$ cat src/rtl/interrupt_sequencer.sv
`default_nettype none
// ============================================================================
// Module   : interrupt_sequencer
// Purpose  : 65C02 reset/NMI/IRQ entry sequencer (push, vector fetch, WAI).
//            Optional WAIT state enabled by macro INTSEQ_WAI_EN.
// Revision : 1.0 - initial release
// ============================================================================
module interrupt_sequencer #(
   parameter int NMI_HIJACK = 1
) (
   input  logic       fclk,
   input  logic       reset,
   input  logic       step_en,
   input  logic       rdy,
   input  logic       resb,
   input  logic       nmib,
   input  logic       irqb,
   input  logic       i_flag,
   input  logic       instr_boundary,
   input  logic       wai_req,
   output logic       service_active,
   output logic       push_pch,
   output logic       push_pcl,
   output logic       push_psr,
   output logic       sp_dec,
   output logic [4:0] vector_operations,
   output logic       vpb,
   output logic       set_i,
   output logic       clr_d,
   output logic [1:0] source,
   output logic       wait_state
);

   localparam logic [1:0] c_SRC_NONE = 2'b00;
   localparam logic [1:0] c_SRC_IRQ  = 2'b01;
   localparam logic [1:0] c_SRC_NMI  = 2'b10;
   localparam logic [1:0] c_SRC_RST  = 2'b11;

   typedef enum logic [3:0] {
      IDLE     = 4'd0,
      RST_HOLD = 4'd1,
      RST_STK  = 4'd2,
      PUSH_H   = 4'd3,
      PUSH_L   = 4'd4,
      PUSH_P   = 4'd5,
      VEC_L    = 4'd6,
      VEC_H    = 4'd7
`ifdef INTSEQ_WAI_EN
      , WAIT   = 4'd8
`endif
   } state_t;

   state_t     r_state;
   state_t     w_state_nxt;
   logic [1:0] r_src;
   logic [1:0] w_src_nxt;
   logic       r_nmi_pend;
   logic       r_nmib_q;
   logic       w_nmi_edge;
   logic       w_nmi_clr;

   logic       w_service;
   logic       w_pch;
   logic       w_pcl;
   logic       w_psr;
   logic       w_sp_dec;
   logic [4:0] w_vec_ops;
   logic       w_vpb;
   logic       w_set_i;
   logic       w_wait;

`ifndef INTSEQ_WAI_EN
   logic       w_wai_unused;
   assign w_wai_unused = wai_req;
`endif

   always_comb begin
      w_state_nxt = r_state;
      w_src_nxt   = r_src;
      if (!resb) begin
         w_state_nxt = RST_HOLD;
         w_src_nxt   = c_SRC_RST;
      end else if (step_en && rdy) begin
         case (r_state)
            IDLE: begin
               if (instr_boundary && r_nmi_pend) begin
                  w_state_nxt = PUSH_H;
                  w_src_nxt   = c_SRC_NMI;
               end else if (instr_boundary && !irqb && !i_flag) begin
                  w_state_nxt = PUSH_H;
                  w_src_nxt   = c_SRC_IRQ;
               end
`ifdef INTSEQ_WAI_EN
               else if (wai_req) begin
                  w_state_nxt = WAIT;
               end
`endif
            end
            RST_HOLD: w_state_nxt = RST_STK;
            RST_STK:  w_state_nxt = VEC_L;
            PUSH_H:   w_state_nxt = PUSH_L;
            PUSH_L:   w_state_nxt = PUSH_P;
            PUSH_P: begin
               w_state_nxt = VEC_L;
               // Late NMI steals the vector fetch of an IRQ already pushed
               if ((NMI_HIJACK != 0) && (r_src == c_SRC_IRQ) && r_nmi_pend)
                  w_src_nxt = c_SRC_NMI;
            end
            VEC_L:    w_state_nxt = VEC_H;
            VEC_H: begin
               w_state_nxt = IDLE;
               w_src_nxt   = c_SRC_NONE;
            end
`ifdef INTSEQ_WAI_EN
            WAIT: begin
               if (r_nmi_pend) begin
                  w_state_nxt = PUSH_H;
                  w_src_nxt   = c_SRC_NMI;
               end else if (!irqb) begin
                  if (!i_flag) begin
                     w_state_nxt = PUSH_H;
                     w_src_nxt   = c_SRC_IRQ;
                  end else begin
                     w_state_nxt = IDLE;
                  end
               end
            end
`endif
            default: begin
               w_state_nxt = IDLE;
               w_src_nxt   = c_SRC_NONE;
            end
         endcase
      end
   end

   assign w_nmi_edge = r_nmib_q & ~nmib;
   assign w_nmi_clr  = (w_state_nxt == VEC_L) && (r_state != VEC_L) &&
                       (w_src_nxt == c_SRC_NMI);

   // Outputs decode the next state so the registered copy lines up with r_state
   always_comb begin
      w_service = 1'b1;
      w_pch     = 1'b0;
      w_pcl     = 1'b0;
      w_psr     = 1'b0;
      w_sp_dec  = 1'b0;
      w_vec_ops = 5'b00000;
      w_vpb     = 1'b1;
      w_set_i   = 1'b0;
      w_wait    = 1'b0;
      case (w_state_nxt)
         IDLE:    w_service = 1'b0;
         RST_STK: w_vec_ops = 5'b00001;
         PUSH_H: begin
            w_pch    = 1'b1;
            w_sp_dec = 1'b1;
         end
         PUSH_L: begin
            w_pcl    = 1'b1;
            w_sp_dec = 1'b1;
         end
         PUSH_P: begin
            w_psr    = 1'b1;
            w_sp_dec = 1'b1;
         end
         VEC_L: begin
            w_vpb     = 1'b0;
            w_vec_ops = {1'b1, w_src_nxt == c_SRC_RST, w_src_nxt == c_SRC_NMI,
                         w_src_nxt == c_SRC_IRQ, 1'b0};
         end
         VEC_H: begin
            w_vpb   = 1'b0;
            w_set_i = 1'b1;
         end
`ifdef INTSEQ_WAI_EN
         WAIT: begin
            w_service = 1'b0;
            w_wait    = 1'b1;
         end
`endif
         default: ;
      endcase
   end

   always_ff @(posedge fclk) begin
      if (reset) begin
         r_state           <= IDLE;
         r_src             <= c_SRC_NONE;
         r_nmi_pend        <= 1'b0;
         r_nmib_q          <= 1'b1;
         service_active    <= 1'b0;
         push_pch          <= 1'b0;
         push_pcl          <= 1'b0;
         push_psr          <= 1'b0;
         sp_dec            <= 1'b0;
         vector_operations <= 5'b00000;
         vpb               <= 1'b1;
         set_i             <= 1'b0;
         clr_d             <= 1'b0;
         source            <= c_SRC_NONE;
         wait_state        <= 1'b0;
      end else begin
         r_state           <= w_state_nxt;
         r_src             <= w_src_nxt;
         r_nmib_q          <= nmib;
         r_nmi_pend        <= w_nmi_edge | (r_nmi_pend & ~w_nmi_clr);
         service_active    <= w_service;
         push_pch          <= w_pch;
         push_pcl          <= w_pcl;
         push_psr          <= w_psr;
         sp_dec            <= w_sp_dec;
         vector_operations <= w_vec_ops;
         vpb               <= w_vpb;
         set_i             <= w_set_i;
         clr_d             <= w_set_i;
         source            <= w_src_nxt;
         wait_state        <= w_wait;
      end
   end

endmodule
`default_nettype wire

$ cat config.mk
export PLATFORM = sky130hd
export DESIGN_NAME = interrupt_sequencer
export DESIGN_NICKNAME = d
export VERILOG_FILES = /design/src/rtl/interrupt_sequencer.sv
export SDC_FILE = /design/constraint.sdc
export NUM_CORES = 1
export LEC_CHECK = 0
export ABC_AREA = 1
export CELL_PAD_IN_SITES_DETAIL_PLACEMENT = 0
export CELL_PAD_IN_SITES_GLOBAL_PLACEMENT = 1
export CORE_ASPECT_RATIO = 0.6
export CORE_MARGIN = 2
export CORE_UTILIZATION = 32
export CTS_CLUSTER_SIZE = 20
export DETAILED_ROUTE_END_ITERATION = 6
export PLACE_DENSITY_LB_ADDON = 0.1
export SETUP_SLACK_MARGIN = 0.5
export SLEW_MARGIN = 5
export SYNTH_ARGS = -nofsm -noshare
export SYNTH_HDL_FRONTEND = slang
export SYNTH_SLANG_ARGS = --single-unit
$ cat constraint.sdc
create_clock -name fclk -period 1.5 [get_ports fclk]
set_input_delay 0.225 -clock fclk [delete_from_list [all_inputs] [get_ports fclk]]
set_output_delay 0.225 -clock fclk [all_outputs]
set_load 0.01 [all_outputs]
# Yosys cells after proc, flatten, opt, wreduce, memory -nomap -nowiden
# Cells that the tools add are included.
dict set report totals {
  input_bits 10
  latch_bits 0
  wordCells 68
  ramBits 0
  memories 0
  romBits 0
  out_inout_bits 16
  reg_bits 20
}
dict set report op_classes {
  n_lt_le_gt_ge 0
  bitwise 5
  muxes 19
  eq_ne 17
  add_sub_neg 0
  div_mod_pow 0
  n_mul 0
  n_reduce_logical 15
  shift 0
}
# op count
set ops {}
lappend ops {{4-bit by 3-bit equality test with 1-bit output (second input constant)} 7}
lappend ops {{4-bit one-hot mux with 6 select lines} 1}
lappend ops {{4-bit by 2-bit equality test with 1-bit output (second input constant)} 4}
lappend ops {{4-bit 2-to-1 mux} 4}
lappend ops {{2-bit 2-to-1 mux} 5}
lappend ops {{5-bit one-hot mux with 2 select lines} 1}
lappend ops {{4-bit logical NOT} 2}
lappend ops {{1-bit logical AND} 7}
lappend ops {{1-bit 2-to-1 mux} 7}
lappend ops {{2-bit one-hot mux with 3 select lines} 1}
lappend ops {{5-bit OR reduction} 1}
lappend ops {{2-bit by 1-bit equality test with 1-bit output (second input constant)} 2}
lappend ops {{2-bit equality test (second input constant)} 2}
lappend ops {{4-bit by 1-bit equality test with 1-bit output (second input constant)} 1}
lappend ops {{4-bit by 3-bit != test with 1-bit output (second input constant)} 1}
lappend ops {{2-bit OR reduction} 2}
lappend ops {{3-bit OR reduction} 1}
lappend ops {{1-bit AND} 2}
lappend ops {{1-bit logical NOT} 2}
lappend ops {{1-bit NOT} 2}
lappend ops {{1-bit OR} 1}

# Logic depth before layout (Yosys ltp)
dict set report logic_depth {
  word_depth 14
  depth_mapped 12
  ltp_nobuf 12
}

# Worst setup path after synthesis
# No wires, ideal clock.
dict set report synth_path {
  path_type {reg2reg}
  startpoint {reg r_state[3]}
  endpoint {reg r_nmi_pend}
  synth_period_minus_slack_ps 1329
  stages_incl_launch_ff 12
  path_slack_ps 171
  t_arrival_ps 1216
  cell_sequence {dfxtp_1 inv_2 nand2_2 nor2_2 nand2_1 nand2_2 a21oi_4 nand3_2 nor2_4 nand3_1 nand2_1 nand2_1}
}
dict set report synth_via {
  elab_chain_cells 11
  word_cells_on_any_way 25
}
# element line
set synth_lines {}
lappend synth_lines {{from (decl)} 53} ;# state_t r_state;
lappend synth_lines {{from (signal assigned)} 204} ;# r_state <= w_state_nxt;
lappend synth_lines {{4-bit by 3-bit equality test with 1-bit output (tied with other cells)} 84} ;# case (r_state)
lappend synth_lines {{2-bit OR reduction (no source line) or 4-bit 2-to-1 mux (tied branches)} n/a}
lappend synth_lines {{4-bit one-hot mux with 6 select lines} 84}
lappend synth_lines {{4-bit 2-to-1 mux} 83} ;# end else if (step_en && rdy) begin
lappend synth_lines {{4-bit 2-to-1 mux} 80} ;# if (!resb) begin
lappend synth_lines {{4-bit by 3-bit equality test with 1-bit output} 138} ;# assign w_nmi_clr = (w_state_nxt == VEC_L) && (r_state != VEC_L) &&
lappend synth_lines {{1-bit logical AND} 138}
lappend synth_lines {{1-bit logical AND *} 138}
lappend synth_lines {{1-bit NOT *} 207} ;# r_nmi_pend <= w_nmi_edge | (r_nmi_pend & ~w_nmi_clr);
lappend synth_lines {{1-bit AND *} 207}
lappend synth_lines {{1-bit OR *} 207}
lappend synth_lines {{to (signal assigned)} 207}
lappend synth_lines {{to (decl)} 57} ;# logic r_nmi_pend;
# Every way passes the cells marked *; elsewhere a longest branch is shown, timed or not.
# A chain may end at the register's enable or synchronous reset.

# Final worst setup path
dict set report layout_path {
  startpoint {reg r_state[0]}
  endpoint {reg r_nmi_pend}
}
# Same word-level chain as after synthesis.

==> flow_summary.ini <==
[run_status]
status = finished, final reports clean

[critical_path]
cp-start-kind = flop
cp_max_fo = 3
required_ps = 1650
arrival_ps = 1610
critPathKind = reg -> reg
endpoint_kind = flop

[yosys]
synth_async_sr_flop_share_pct = 0
yosys_most_used_dff = dfxtp_1
synth.most_common_cell = nand2_1
yosys-top-cells-count = nand2_1 (29), dfxtp_1 (20), nor2_1 (19), inv_1 (16), nand3_1 (13)
synth.avg_cell_area_um2 = 7.21
synth_edf_count = 0
synth_largest_area_cell = dfxtp_1
postSynthCellCount = 130
synth_area_um2 = 937
synth_cell_types = 25
synth_top_area_share_pct = 42.7
syn_nets = 140
synth_area_leaders = dfxtp_1 (43%), nand2_1 (12%), nor2_1 (7.6%)
synth_warnings = 0
ys_seq_elements = 20
yosysSeqAreaShare_pct = 42.7

[layout]
diodes = 0
syn_to_final_growth_pct = 66.8
layout.nets = 187
final-seq-area_um2 = 418
fillCellCount = 257
multi_input_area_um2 = 612
final_area_um2 = 1560
drive_above_1_share_pct = 54.9

[cts]
cts_root_buf = clkbuf_8
cts_tree = built
cts-hold-fix-buffers = 0
cts_buffers = 3
h-tree-depth = 1
clk_latency_ps = 250
cts_sinks = 20
clk_pin_slew_ps = 70
clock_path_buffers = 2

[die]
fp.dieW_um = 73.9
rows = 15
fp.dieArea_um2 = 3390
start_util_pct = 33.1
io_pins = 26
core-area_um2 = 2830
die-height_um = 45.9

[sta]
max_freq_ghz = 0.684
hold_violations = 0
setup_viol = 0
worst_slack_ps = 38.2
clock_skew_ps = 1.62
fin_crit_ps = 1460
period_share_pct = 97.5
rsz0062_at_grt = true
slew_violations = 0

[drt]
final_antenna_net_count = 0
routed_wl_mm = 2.44
wire_per_inst_um = 11.3
drt_iter0_drc = 42
viasPerCell = 4.33
num_vias = 939
dr.pass1.iters = 4
drc = 0

[grt]
grt_pass1_vias = 873
grt-ovfl-total = 0
grt_max_degree = 11
grt_pass1_wl_mm = 3.78
grt_antenna_before_repair = 0
grt_usage_pct = 15.0

[power_and_ir_drop]
power.density_nw_per_um2 = 755
p_seq_share_pct = 48.0
combPwrFrac_pct = 23.2
p_clk_share_pct = 28.8
p_int_mw = 0.851
fin_total_pwr_mw = 1.18
switching_share_pct = 27.8
p_leak_nw = 0.757
power.switching_mw = 0.328
max-vdd-ir-drop_uv = 455

[place]
dp_slack_ps = -205
dp_hpwl_mm = 1.66
dpl_cell_area_um2 = 1300
gp_congestion = 0.886
io_buffer_count = 23

[job]
drv_cap = 0

[worst_hold_path]
holdCritPathClass = reg -> reg
per-stage QoR:
step / utilization (%) / setup TNS, ps / std cells / hold WS (ps)
after floorplan: - / 0 / 130 / 322
after global placement: 46.0 / -1500 / 204 / 448
after detailed placement: 46.0 / -1610 / 204 / 456
after CTS: 53.4 / 0 / 215 / 469
after global routing: 55.1 / -137 / 217 / 508
final: 55.1 / 0 / 217 / 463
final cells by class:
| type | instances | area share, % |
|---|---|---|
| flip-flops and latches | 20 | 26.7 |
| clock buffers | 3 | 2.64 |
| repair buffers | 45 | 22.4 |
| inverters | 19 | 5.68 |
| multi-input cells | 88 | 39.2 |
| well taps | 42 | 3.36 |
worst max-delay path, cell delays in order, from the launching register on:
cell and delay [ps]:
dfxtp_4 380, inv_4 40, buf_4 130, nand3_1 90, nand2_2 70, a21oi_4 200, nand3_4 100, nor2_4 160
nand3_2 70, nand2_1 60, nand2_1 40
sequential cells by signal, indices dropped and copies added (netlist names):
register           flops
push_psr               1
push_pcl               1
push_pch               1
r_nmib_q               1
vector_operations      5
r_nmi_pend             1
sp_dec                 1
vpb                    1
clr_d                  1
r_src                  2
r_state                4
service_active         1
power by group through the flow:
stage / clock network (mW) / logic (mW) / registers (mW)
after floorplan: 0 / 0.117 / 0.579
after global placement: 0 / 0.210 / 0.576
after detailed placement: 0 / 0.207 / 0.577
after CTS: 0.345 / 0.250 / 0.566
after global routing: 0.367 / 0.298 / 0.569
final: 0.339 / 0.274 / 0.566
layer usage:
| layer | GRT usage (%) | wire length [um] |
|---|---|---|
| met1 | 19.4 | 1240 |
| met2 | 24.5 | 1080 |
| met3 | 5.53 | 109 |
| met4 | 2.55 | 20 |
| met5 | 0 | 0 |
layout by cell type, fill, tap and decap left out:
master / instances
a21oi_1: 3
dlygate4sd2_1: 2
dfxtp_4: 4
conb_1: 1
inv_2: 2
nor2_1: 14
nor3_2: 2
nand4_1: 1
dfxtp_2: 2
clkdlybuf4s50_1: 3
nand2_1: 17
nand3_1: 5
inv_1: 12
nand3_2: 7
nand2_4: 5
inv_8: 1
inv_4: 4
buf_2: 14
buf_6: 6
o21bai_1: 1
dlymetal6s2s_1: 3
a31oi_1: 1
nand3_4: 2
clkbuf_8: 3
nor2_4: 8
dfxtp_1: 14
a31oi_2: 1
o21ai_2: 1
nand2_2: 13
o21ai_0: 1
nand3b_1: 1
nor2_2: 2
buf_4: 17
a21oi_4: 2
logic make-up (layout without fill, tap and decap cells):
group | Yosys count | after routing | share of synthesized area [%]
and+or+nand+nor | 77 | 77 | 38.2
buffers and inverters | 22 | 67 | 11.2
DFF | 20 | 20 | 42.7
AOI/OAI and AO/OA | 10 | 10 | 7.48
other | 1 | 1 | 0.400
path summary, 6_finish.rpt:
path,startpoint,to,slack [ps],depth (start not counted)
setup / recovery,r_state[0],r_nmi_pend,40,10
hold reg to reg,r_nmib_q,r_nmi_pend,460,2
setup reg to reg,r_state[0],r_nmi_pend,40,10
hold / removal,r_nmib_q,r_nmi_pend,460,2
repair_timing:
item	CTS	global route
pin swaps	6	13
endpoints found under the setup margin	33	26
resized for setup	102	23
buffers inserted	8	2
endpoints found under the hold margin	0	0
Note: power is estimated with default switching activity, not from simulation.
